## src/rtl/alu_logic_stage.sv

```systemverilog
// alu_logic_stage
// Registered logic-result stage placed after the MCU ALU arithmetic path.
// Each accepted beat produces a logic result from a/b, or passes c through.
// The result is stored with a zero flag and an op-error flag in a 2-entry
// skid buffer. Both sides use valid/ready handshakes.
//
// Optional feature (macro ALU_SHIFT_EN):
//   defined   : op 111 = a << b[SHAMT_W-1:0], and op_err is never set
//   undefined : op 111 is reserved (result c, op_err = 1), no shifter is built
//
// Ports:
//   clk, rst_n     rising-edge clock, asynchronous active-low reset
//   in_valid/in_ready    upstream handshake (in_ready is registered)
//   op, a, b, c          operation select, operands, pass-through value
//   out_valid/out_ready  downstream handshake for the head entry
//   y, zero, op_err      head entry result and flags (registered)
module alu_logic_stage #(
    parameter int unsigned WIDTH   = 32,
    parameter int unsigned SHAMT_W = $clog2(WIDTH)
) (
    input  logic             clk,
    input  logic             rst_n,
    input  logic             in_valid,
    output logic             in_ready,
    input  logic [2:0]       op,
    input  logic [WIDTH-1:0] a,
    input  logic [WIDTH-1:0] b,
    input  logic [WIDTH-1:0] c,
    output logic             out_valid,
    input  logic             out_ready,
    output logic [WIDTH-1:0] y,
    output logic             zero,
    output logic             op_err
);

    // Opcode encodings
    localparam logic [2:0] OP_PASS  = 3'b000;
    localparam logic [2:0] OP_ALIAS = 3'b001;
    localparam logic [2:0] OP_AND   = 3'b010;
    localparam logic [2:0] OP_OR    = 3'b011;
    localparam logic [2:0] OP_XOR   = 3'b100;
    localparam logic [2:0] OP_NOR   = 3'b101;
    localparam logic [2:0] OP_NAND  = 3'b110;
    localparam logic [2:0] OP_EXT   = 3'b111;

    // Elaboration-time sanity check on the parameters
    if (WIDTH < 2 || (64'(1) << SHAMT_W) < 64'(WIDTH)) begin : g_param_check
        $error("alu_logic_stage: WIDTH must be >= 2 and SHAMT_W wide enough to index WIDTH");
    end

    // Buffer occupancy
    typedef enum logic [1:0] {
        EMPTY = 2'd0,
        ONE   = 2'd1,
        FULL  = 2'd2
    } state_t;

    state_t state_q;
    state_t state_d;

    // Tail (second) entry storage; the head entry is the y/zero/op_err flops
    logic [WIDTH-1:0] tail_y_q;
    logic             tail_zero_q;
    logic             tail_err_q;

    // Result of the beat currently presented on the input
    logic [WIDTH-1:0] res_c;
    logic             res_err_c;
    logic             res_zero_c;

    // Handshake events
    logic push_c;
    logic pop_c;

    // Entry movement controls
    logic head_load_new_c;
    logic head_load_tail_c;
    logic tail_load_new_c;

    assign push_c = in_valid & in_ready;
    assign pop_c  = out_valid & out_ready;

    // Opcode decode and logic function
    always_comb begin
        res_c     = c;
        res_err_c = 1'b0;
        unique case (op)
            OP_PASS:  res_c = c;
            OP_ALIAS: res_c = c;
            OP_AND:   res_c = a & b;
            OP_OR:    res_c = a | b;
            OP_XOR:   res_c = a ^ b;
            OP_NOR:   res_c = ~(a | b);
            OP_NAND:  res_c = ~(a & b);
            OP_EXT: begin
`ifdef ALU_SHIFT_EN
                res_c     = a << b[SHAMT_W-1:0];
                res_err_c = 1'b0;
`else
                res_c     = c;
                res_err_c = 1'b1;
`endif
            end
            default: begin
                res_c     = c;
                res_err_c = 1'b0;
            end
        endcase
    end

    assign res_zero_c = (res_c == '0);

    // Occupancy state register
    always_ff @(posedge clk or negedge rst_n) begin
        if (!rst_n) begin
            state_q <= EMPTY;
        end else begin
            state_q <= state_d;
        end
    end

    // Next occupancy and entry movement
    always_comb begin
        state_d          = state_q;
        head_load_new_c  = 1'b0;
        head_load_tail_c = 1'b0;
        tail_load_new_c  = 1'b0;
        unique case (state_q)
            EMPTY: begin
                if (push_c) begin
                    state_d         = ONE;
                    head_load_new_c = 1'b1;
                end
            end
            ONE: begin
                unique case ({push_c, pop_c})
                    2'b10: begin
                        state_d         = FULL;
                        tail_load_new_c = 1'b1;
                    end
                    2'b01: begin
                        state_d = EMPTY;
                    end
                    2'b11: begin
                        // Head leaves and the new beat replaces it directly
                        state_d         = ONE;
                        head_load_new_c = 1'b1;
                    end
                    default: begin
                        state_d = ONE;
                    end
                endcase
            end
            FULL: begin
                // in_ready is low here, so only a pop can happen
                if (pop_c) begin
                    state_d          = ONE;
                    head_load_tail_c = 1'b1;
                end
            end
            default: begin
                state_d = EMPTY;
            end
        endcase
    end

    // Handshake flags follow the next occupancy, so in_ready has no path from out_ready
    always_ff @(posedge clk or negedge rst_n) begin
        if (!rst_n) begin
            in_ready  <= 1'b0;
            out_valid <= 1'b0;
        end else begin
            in_ready  <= (state_d != FULL);
            out_valid <= (state_d != EMPTY);
        end
    end

    // Head entry; held unchanged while stalled
    always_ff @(posedge clk or negedge rst_n) begin
        if (!rst_n) begin
            y      <= '0;
            zero   <= 1'b0;
            op_err <= 1'b0;
        end else if (head_load_new_c) begin
            y      <= res_c;
            zero   <= res_zero_c;
            op_err <= res_err_c;
        end else if (head_load_tail_c) begin
            y      <= tail_y_q;
            zero   <= tail_zero_q;
            op_err <= tail_err_q;
        end
    end

    // Tail entry; only written when the head is occupied and not popping
    always_ff @(posedge clk or negedge rst_n) begin
        if (!rst_n) begin
            tail_y_q    <= '0;
            tail_zero_q <= 1'b0;
            tail_err_q  <= 1'b0;
        end else if (tail_load_new_c) begin
            tail_y_q    <= res_c;
            tail_zero_q <= res_zero_c;
            tail_err_q  <= res_err_c;
        end
    end

endmodule

```

## config.mk

```make
export PLATFORM = sky130hd
export DESIGN_NAME = alu_logic_stage
export DESIGN_NICKNAME = d
export VERILOG_FILES = /design/src/rtl/alu_logic_stage.sv
export SDC_FILE = /design/constraint.sdc
export NUM_CORES = 1
export LEC_CHECK = 0
export ABC_AREA = 1
export ABC_CLOCK_PERIOD_IN_PS = 2100
export CAP_MARGIN = 20
export CORE_ASPECT_RATIO = 0.75
export CORE_MARGIN = 10
export CORE_UTILIZATION = 48
export CTS_CLUSTER_DIAMETER = 50
export DETAILED_ROUTE_END_ITERATION = 8
export PLACE_DENSITY = 0.8
export SLEW_MARGIN = 10
export SYNTH_ARGS = -nofsm -noshare
export SYNTH_HDL_FRONTEND = slang
export SYNTH_SLANG_ARGS = --single-unit
export TNS_END_PERCENT = 100
```

## constraint.sdc

```tcl
create_clock -name clk -period 2.1 [get_ports clk]
set_input_delay 0.42 -clock clk [delete_from_list [all_inputs] [get_ports clk]]
set_output_delay 0.42 -clock clk [all_outputs]
set_load 0.05 [all_outputs]
```

==> results of run 1 <==
-- flip-flops by register name (all words and copies together) (netlist names) --
| name | cells |
|---|---|
| tail_y_q | 32 |
| op_err | 1 |
| state_q | 2 |
| tail_err_q | 1 |
| in_ready | 1 |
| y | 32 |
| out_valid | 1 |
| zero | 1 |
| tail_zero_q | 1 |
-- area by class of cell --
cell class / instances / area [sq um]
multi-input combinational: 633 / 3510
fill: 920 / 3300
timing repair buffer: 225 / 2160
sequential: 72 / 1800
inverter: 118 / 445
clock buffer: 9 / 225
tap: 162 / 203
clock inverter: 7 / 143
-- cells by family after synthesis --
family                   Yosys count
AND/OR/NAND/NOR                  440
AO/OA/AOI/OAI                    126
flip-flops                        72
buffers and inverters            164
adder cells (fa/ha/maj)           67
-- per-stage QoR --
step,TNS [ns],cell area (sq um),hold slack [ns],util,power (mW)
final,0,8480,0.0976,0.720,8.89
after global routing,-0.0284,8480,0.116,0.720,9.43
after CTS,0,8360,0.120,0.709,8.88
after detailed placement,-16.02,7990,0.471,0.678,6.97
after global placement,-12.52,7990,0.465,0.678,6.86
after floorplan,0,5870,0.124,-,5.13
-- path summary, 6_finish.rpt --
path                              start           end  slack, ns
max in group asynchronous         rst_n          y[1]       1.69
hold / removal                    rst_n  tail_y_q[22]        0.1
setup reg to reg              out_valid          y[8]       0.39
min in group clk           tail_y_q[26]  tail_y_q[26]       0.49
hold reg to reg            tail_y_q[26]  tail_y_q[26]       0.49
setup / recovery                  y[11]         y[11]       0.10
-- synthesized netlist by cell type (all sizes together) --
cell / instances
a21oi: 54
buf: 19
clkbuf: 27
clkinv: 1
dfrtp: 72
ha: 67
inv: 117
nand2: 169
nand3: 86
nand3b: 7
nand4: 17
nor2: 128
nor3: 1
o211ai: 13
o21ai: 59
or2: 32
-- timing repair --
item                                    CTS  global route
endpoints found under the setup margin   17             8
buffers inserted                          0             3
resized for setup                         6            45
pin swaps                                 0            27
-- power groups by stage --
stage | clock, mW | combinational, mW | sequential (mW)
finish | 1.86 | 4.63 | 2.40
floorplan | 0 | 1.61 | 3.52
CTS | 1.88 | 4.61 | 2.40
global route | 1.95 | 5.01 | 2.47
detailed placement | 0 | 4.56 | 2.41
global placement | 0 | 4.48 | 2.38
-- per-layer routing --
metal,track usage,share of wire
met5,0,0
met4,0.0685,0.026
met3,0.0666,0.088
met2,0.385,0.47
met1,0.270,0.42
==> metrics, run 1 <==
Critical path buffers and inverters 1; WL/cell 15.9 microns; Netlist cell types 26; GRT Util Overall 0.225; WP depth 1; switching power 3.86 mW; CTS clk-pin slew, worst paths 0.06 ns; DRT iter0 DRCs around 440; Antenna Cells 0; category of the most critical setup path reg -> out; CTS tree done; CP max stage delay between 0.8 and 0.9 ns; CTS Buf Count 9; commonest non-fill, non-tap cell in the layout nand2_1; Slew headroom 0.614; Peak Freq 500 MHz; XOR/XNOR Fraction of Synth Area 0; worst slew pin tran between 0.5 and 0.6 ns; Avg Cell Area, Syn a little under 7 sq um; CP cell instances clkdlybuf4s50_1; CTS sink cnt 72; simple-gate share of the synthesized area 0.328; max-slew violations 0; total I/O pin count approximately 140; Final WS setup between 0.1 and 0.15 ns; most frequent cells in the layout nand2_1 (154), nor2_1 (121), clkdlybuf4s50_1 (116); H-tree depth 3; vias in the first global route ~6.4k; Die W around 150 microns; input/output buffers between 100 and 150; GP Congestion just over 0.9; die area roughly 0.017 sq mm; switching part of the total power 0.435; adder-cell share of the synthesized area 0.143; mux cell area share after synthesis 0; final worst-path cycle share 0.951; core area 0.0118 sq mm; drt pass-1 iters 5; leakage power 4.40 nW; Final ANT Viol Nets 0; Final min period between 1.5 and 2 ns; final wirelength between 15000 and 20000 microns; Clock power frac 0.209; antenna violations before repair 0; Post-DP HPWL 15100 microns; initial core utilization 0.498; maximum clock path buffer count 2; share of the synthesized area in the top cell type 0.307; status complete, no violations; Max Cap Viol 0; CP max FO 2; Peak VDD IR between 0.9 and 1 mV; register bit total from synthesis a little over 70; clk root buf clkbuf_16; Cells after Synth about 870; fin cells 1226; crit start category flop; compound-gate portion of the synthesized area 0.113; Critical Path RT roughly 1.7 ns; Setup crit end kind primary output; CP delay by family, top buffers and inverters; Die H between 100 and 150 microns; Synth area leader dfrtp_1; final setup vio count 0; Fin. Hold Viols 0; first-pass GRT wire length around 31000 microns; Gate power share 0.521; cell area after synthesis 0.00587 sq mm; total grt overflow 0; crit path DAT approximately 1.6 ns; top cells by area, synth dfrtp_1 (31%), ha_1 (14%), nand2_1 (11%), nor2_1 (8.1%), inv_1 (7.3%); P_int 5.03 mW; DRC Markers 0; Std-Cell Rows 34; total placed cells including tap cells 1207; register area share after synthesis 0.307; Layout area overhead 44.5%; worst min path class in -> async; PD cells around 1000 mW/mm^2; fraction of layout cells with a size suffix above 1 0.135; CP max-delay cell clkdlybuf4s50_1; vias about 6.5k; largest family of logic cells by synthesized area simple AND/OR/NAND/NOR gates; sequential share of power 0.270; Synthesis Warnings 0; clock skew slightly above 0.007 ns; Nets around 1.2k; routed vias/inst around 5.3; Post-Syn Nets 1039; hold-fix buffers at CTS 0; maximum number of pins on one net before global-route repair 73; Reg2Reg Depth 9; clk_lat worst skew about 0.34 ns; Place WS -0.672 ns
Note: power is estimated with default switching activity, not from simulation.
==> run 2: changes to the inputs <==
- HOLD_SLACK_MARGIN: unset -> 0.05
- TNS_END_PERCENT: 100 -> 20
==> results of run 2 <==
Same layout as run 1: the final DEF is identical, and so are final timing and power.
==> run 3: changes to the inputs <==
- HOLD_SLACK_MARGIN: 0.05 -> 0.15
==> run 3 against run 2 <==
Routed wire length about the same. First-iteration DRC count down 3.0%. Worst hold slack better by 0.39 ns. Critical endpoint unchanged.
==> metrics, run 3 (synthesis results as in run 1) <==
status complete, no violations; Std-Cell Rows 34 (unchanged); TNS Setup 0 ns (unchanged); cell area after layout 0.00849 sq mm (+0.12%); final setup vio count 0 (unchanged); clk root buf clkbuf_16; Final Core Density 0.721 (+0.000850); total grt overflow 0 (unchanged); maximum number of pins on one net before global-route repair 73 (unchanged); crit start category flop; Final ANT Viol Nets 0 (unchanged); vias 6477 (-0.25%); core area 0.0118 sq mm (unchanged); commonest non-fill, non-tap cell in the layout nand2_1; Fin. Hold Viols 0 (unchanged); CP delay by family, top buffers and inverters; WL/cell 15.9 microns (-0.18%); input/output buffers 138 (unchanged); CTS tree done; drt pass-1 iters 5 (unchanged); antenna violations before repair 0 (unchanged); crit path DAT 1.58 ns (about the same); Layout area overhead 44.7%; CP max FO 2 (unchanged); category of the most critical setup path reg -> out; DR WL met2 9200 microns (+0.62%); GRT Util Overall 0.225 (about the same); DRC Markers 0 (unchanged); CTS clk-pin slew, worst paths 0.06 ns (about the same); CP cell instances clkdlybuf4s50_1; Die H 116 microns (unchanged); leakage power 4.40 nW (about the same); GP Congestion 0.928 (unchanged); Nets 1230 (+0.081%); Filler cells 919 (-0.11%); H-tree depth 3 (unchanged); Final min period 2.00 ns (-0.00253 ns); first-pass GRT wire length 31500 microns (+0.11%); total I/O pin count 139 (unchanged); fraction of layout cells with a size suffix above 1 0.135 (about the same); Peak VDD IR 0.994 mV (about the same); Peak Freq 501 MHz (+0.13%); highest routed layer met4; Antenna Cells 0 (unchanged); Placed Instance Area 0.00799 sq mm (unchanged); routed vias/inst 5.28 (-0.33%); Slew headroom 0.616 (+0.00221); CTS Buf Count 9 (unchanged); Setup crit end kind primary output; clock skew 0.00767 ns (+0.000456 ns); die area 0.0171 sq mm (unchanged); most frequent cells in the layout nand2_1 (154), nor2_1 (121), clkdlybuf4s50_1 (116); WL met3 1710 microns (-0.23%); routed metal-1 wirelength 8110 microns (-0.70%); initial core utilization 0.498 (unchanged); Critical path buffers and inverters 1 (unchanged); CP max stage delay 0.85 ns (about the same); maximum clock path buffer count 2 (unchanged); PD cells 1050 mW/mm^2 (about the same); CTS sink cnt 72 (unchanged); Post-DP HPWL 15100 microns (unchanged); final wirelength 19500 microns (about the same); worst slew pin tran 0.575 ns (-0.00331 ns); Critical Path RT 1.68 ns (about the same); DRT iter0 DRCs 422 (-3.0%); Die W 148 microns (unchanged); worst min path class reg -> reg; clk_lat worst skew 0.34 ns (about the same); CP max-delay cell clkdlybuf4s50_1; vias in the first global route 6441 (+0.047%); final worst-path cycle share 0.950 (-0.00121); Max Cap Viol 0 (unchanged); max-slew violations 0 (unchanged); Top Registers tail_y_q x32, y x32, state_q x2
run 3: stage by stage:
stage,hold WS (ns),total power [mW],setup WS (ns),cells
global route,0.501,9.43,-0.0238,1227
finish,0.486,8.89,0.105,1227
detailed placement,0.471,6.97,-0.672,1207
floorplan,0.124,5.13,0.0807,869
CTS,0.486,8.88,0.0108,1224
global placement,0.465,6.86,-0.620,1207
run 3: report_power, final:
part / leakage [nW] / internal, mW / switching (mW)
registers: 0.898 / 2.03 / 0.371
clock network: 0.180 / 1.28 / 0.577
logic: 3.33 / 1.71 / 2.92
total: 4.40 / 5.03 / 3.87
run 3: final timing paths:
check | start | endpoint | slack, ns | depth (start not counted)
min reg2reg | tail_y_q[26] | tail_y_q[26] | 0.49 | 2
max | y[11] | y[11] | 0.10 | 1
min | tail_y_q[26] | tail_y_q[26] | 0.49 | 2
max reg2reg | out_valid | y[8] | 0.39 | 9
min in group asynchronous | rst_n | y[15] | 0.64 | 3
max in group asynchronous | rst_n | y[1] | 1.15 | 3
run 3: routing by layer:
metal	track usage	up-vias
met2	0.385	277
met1	0.270	2994
met3	0.0670	37
li1	-	3169
met4	0.0685	0
met5	0	-
run 3: final cells by class:
| class | instances | area (sq um) | share of cell area |
|---|---|---|---|
| tap | 162 | 203 | 0.0239 |
| timing repair buffer | 226 | 2170 | 0.255 |
| multi-input combinational | 633 | 3510 | 0.413 |
| inverter | 118 | 445 | 0.0524 |
| sequential | 72 | 1800 | 0.212 |
| clock buffer | 9 | 225 | 0.0265 |
| clock inverter | 7 | 143 | 0.0168 |
run 3: what timing repair did:
action / 4_1_cts / 5_1_grt
cloned: 0 / 0
hold endpoints to repair: 72 / 0
hold buffers: 1 / 0
pin swaps: 0 / 27
endpoints found under the setup margin: 17 / 8
setup buffers: 0 / 3
resized for setup: 6 / 45
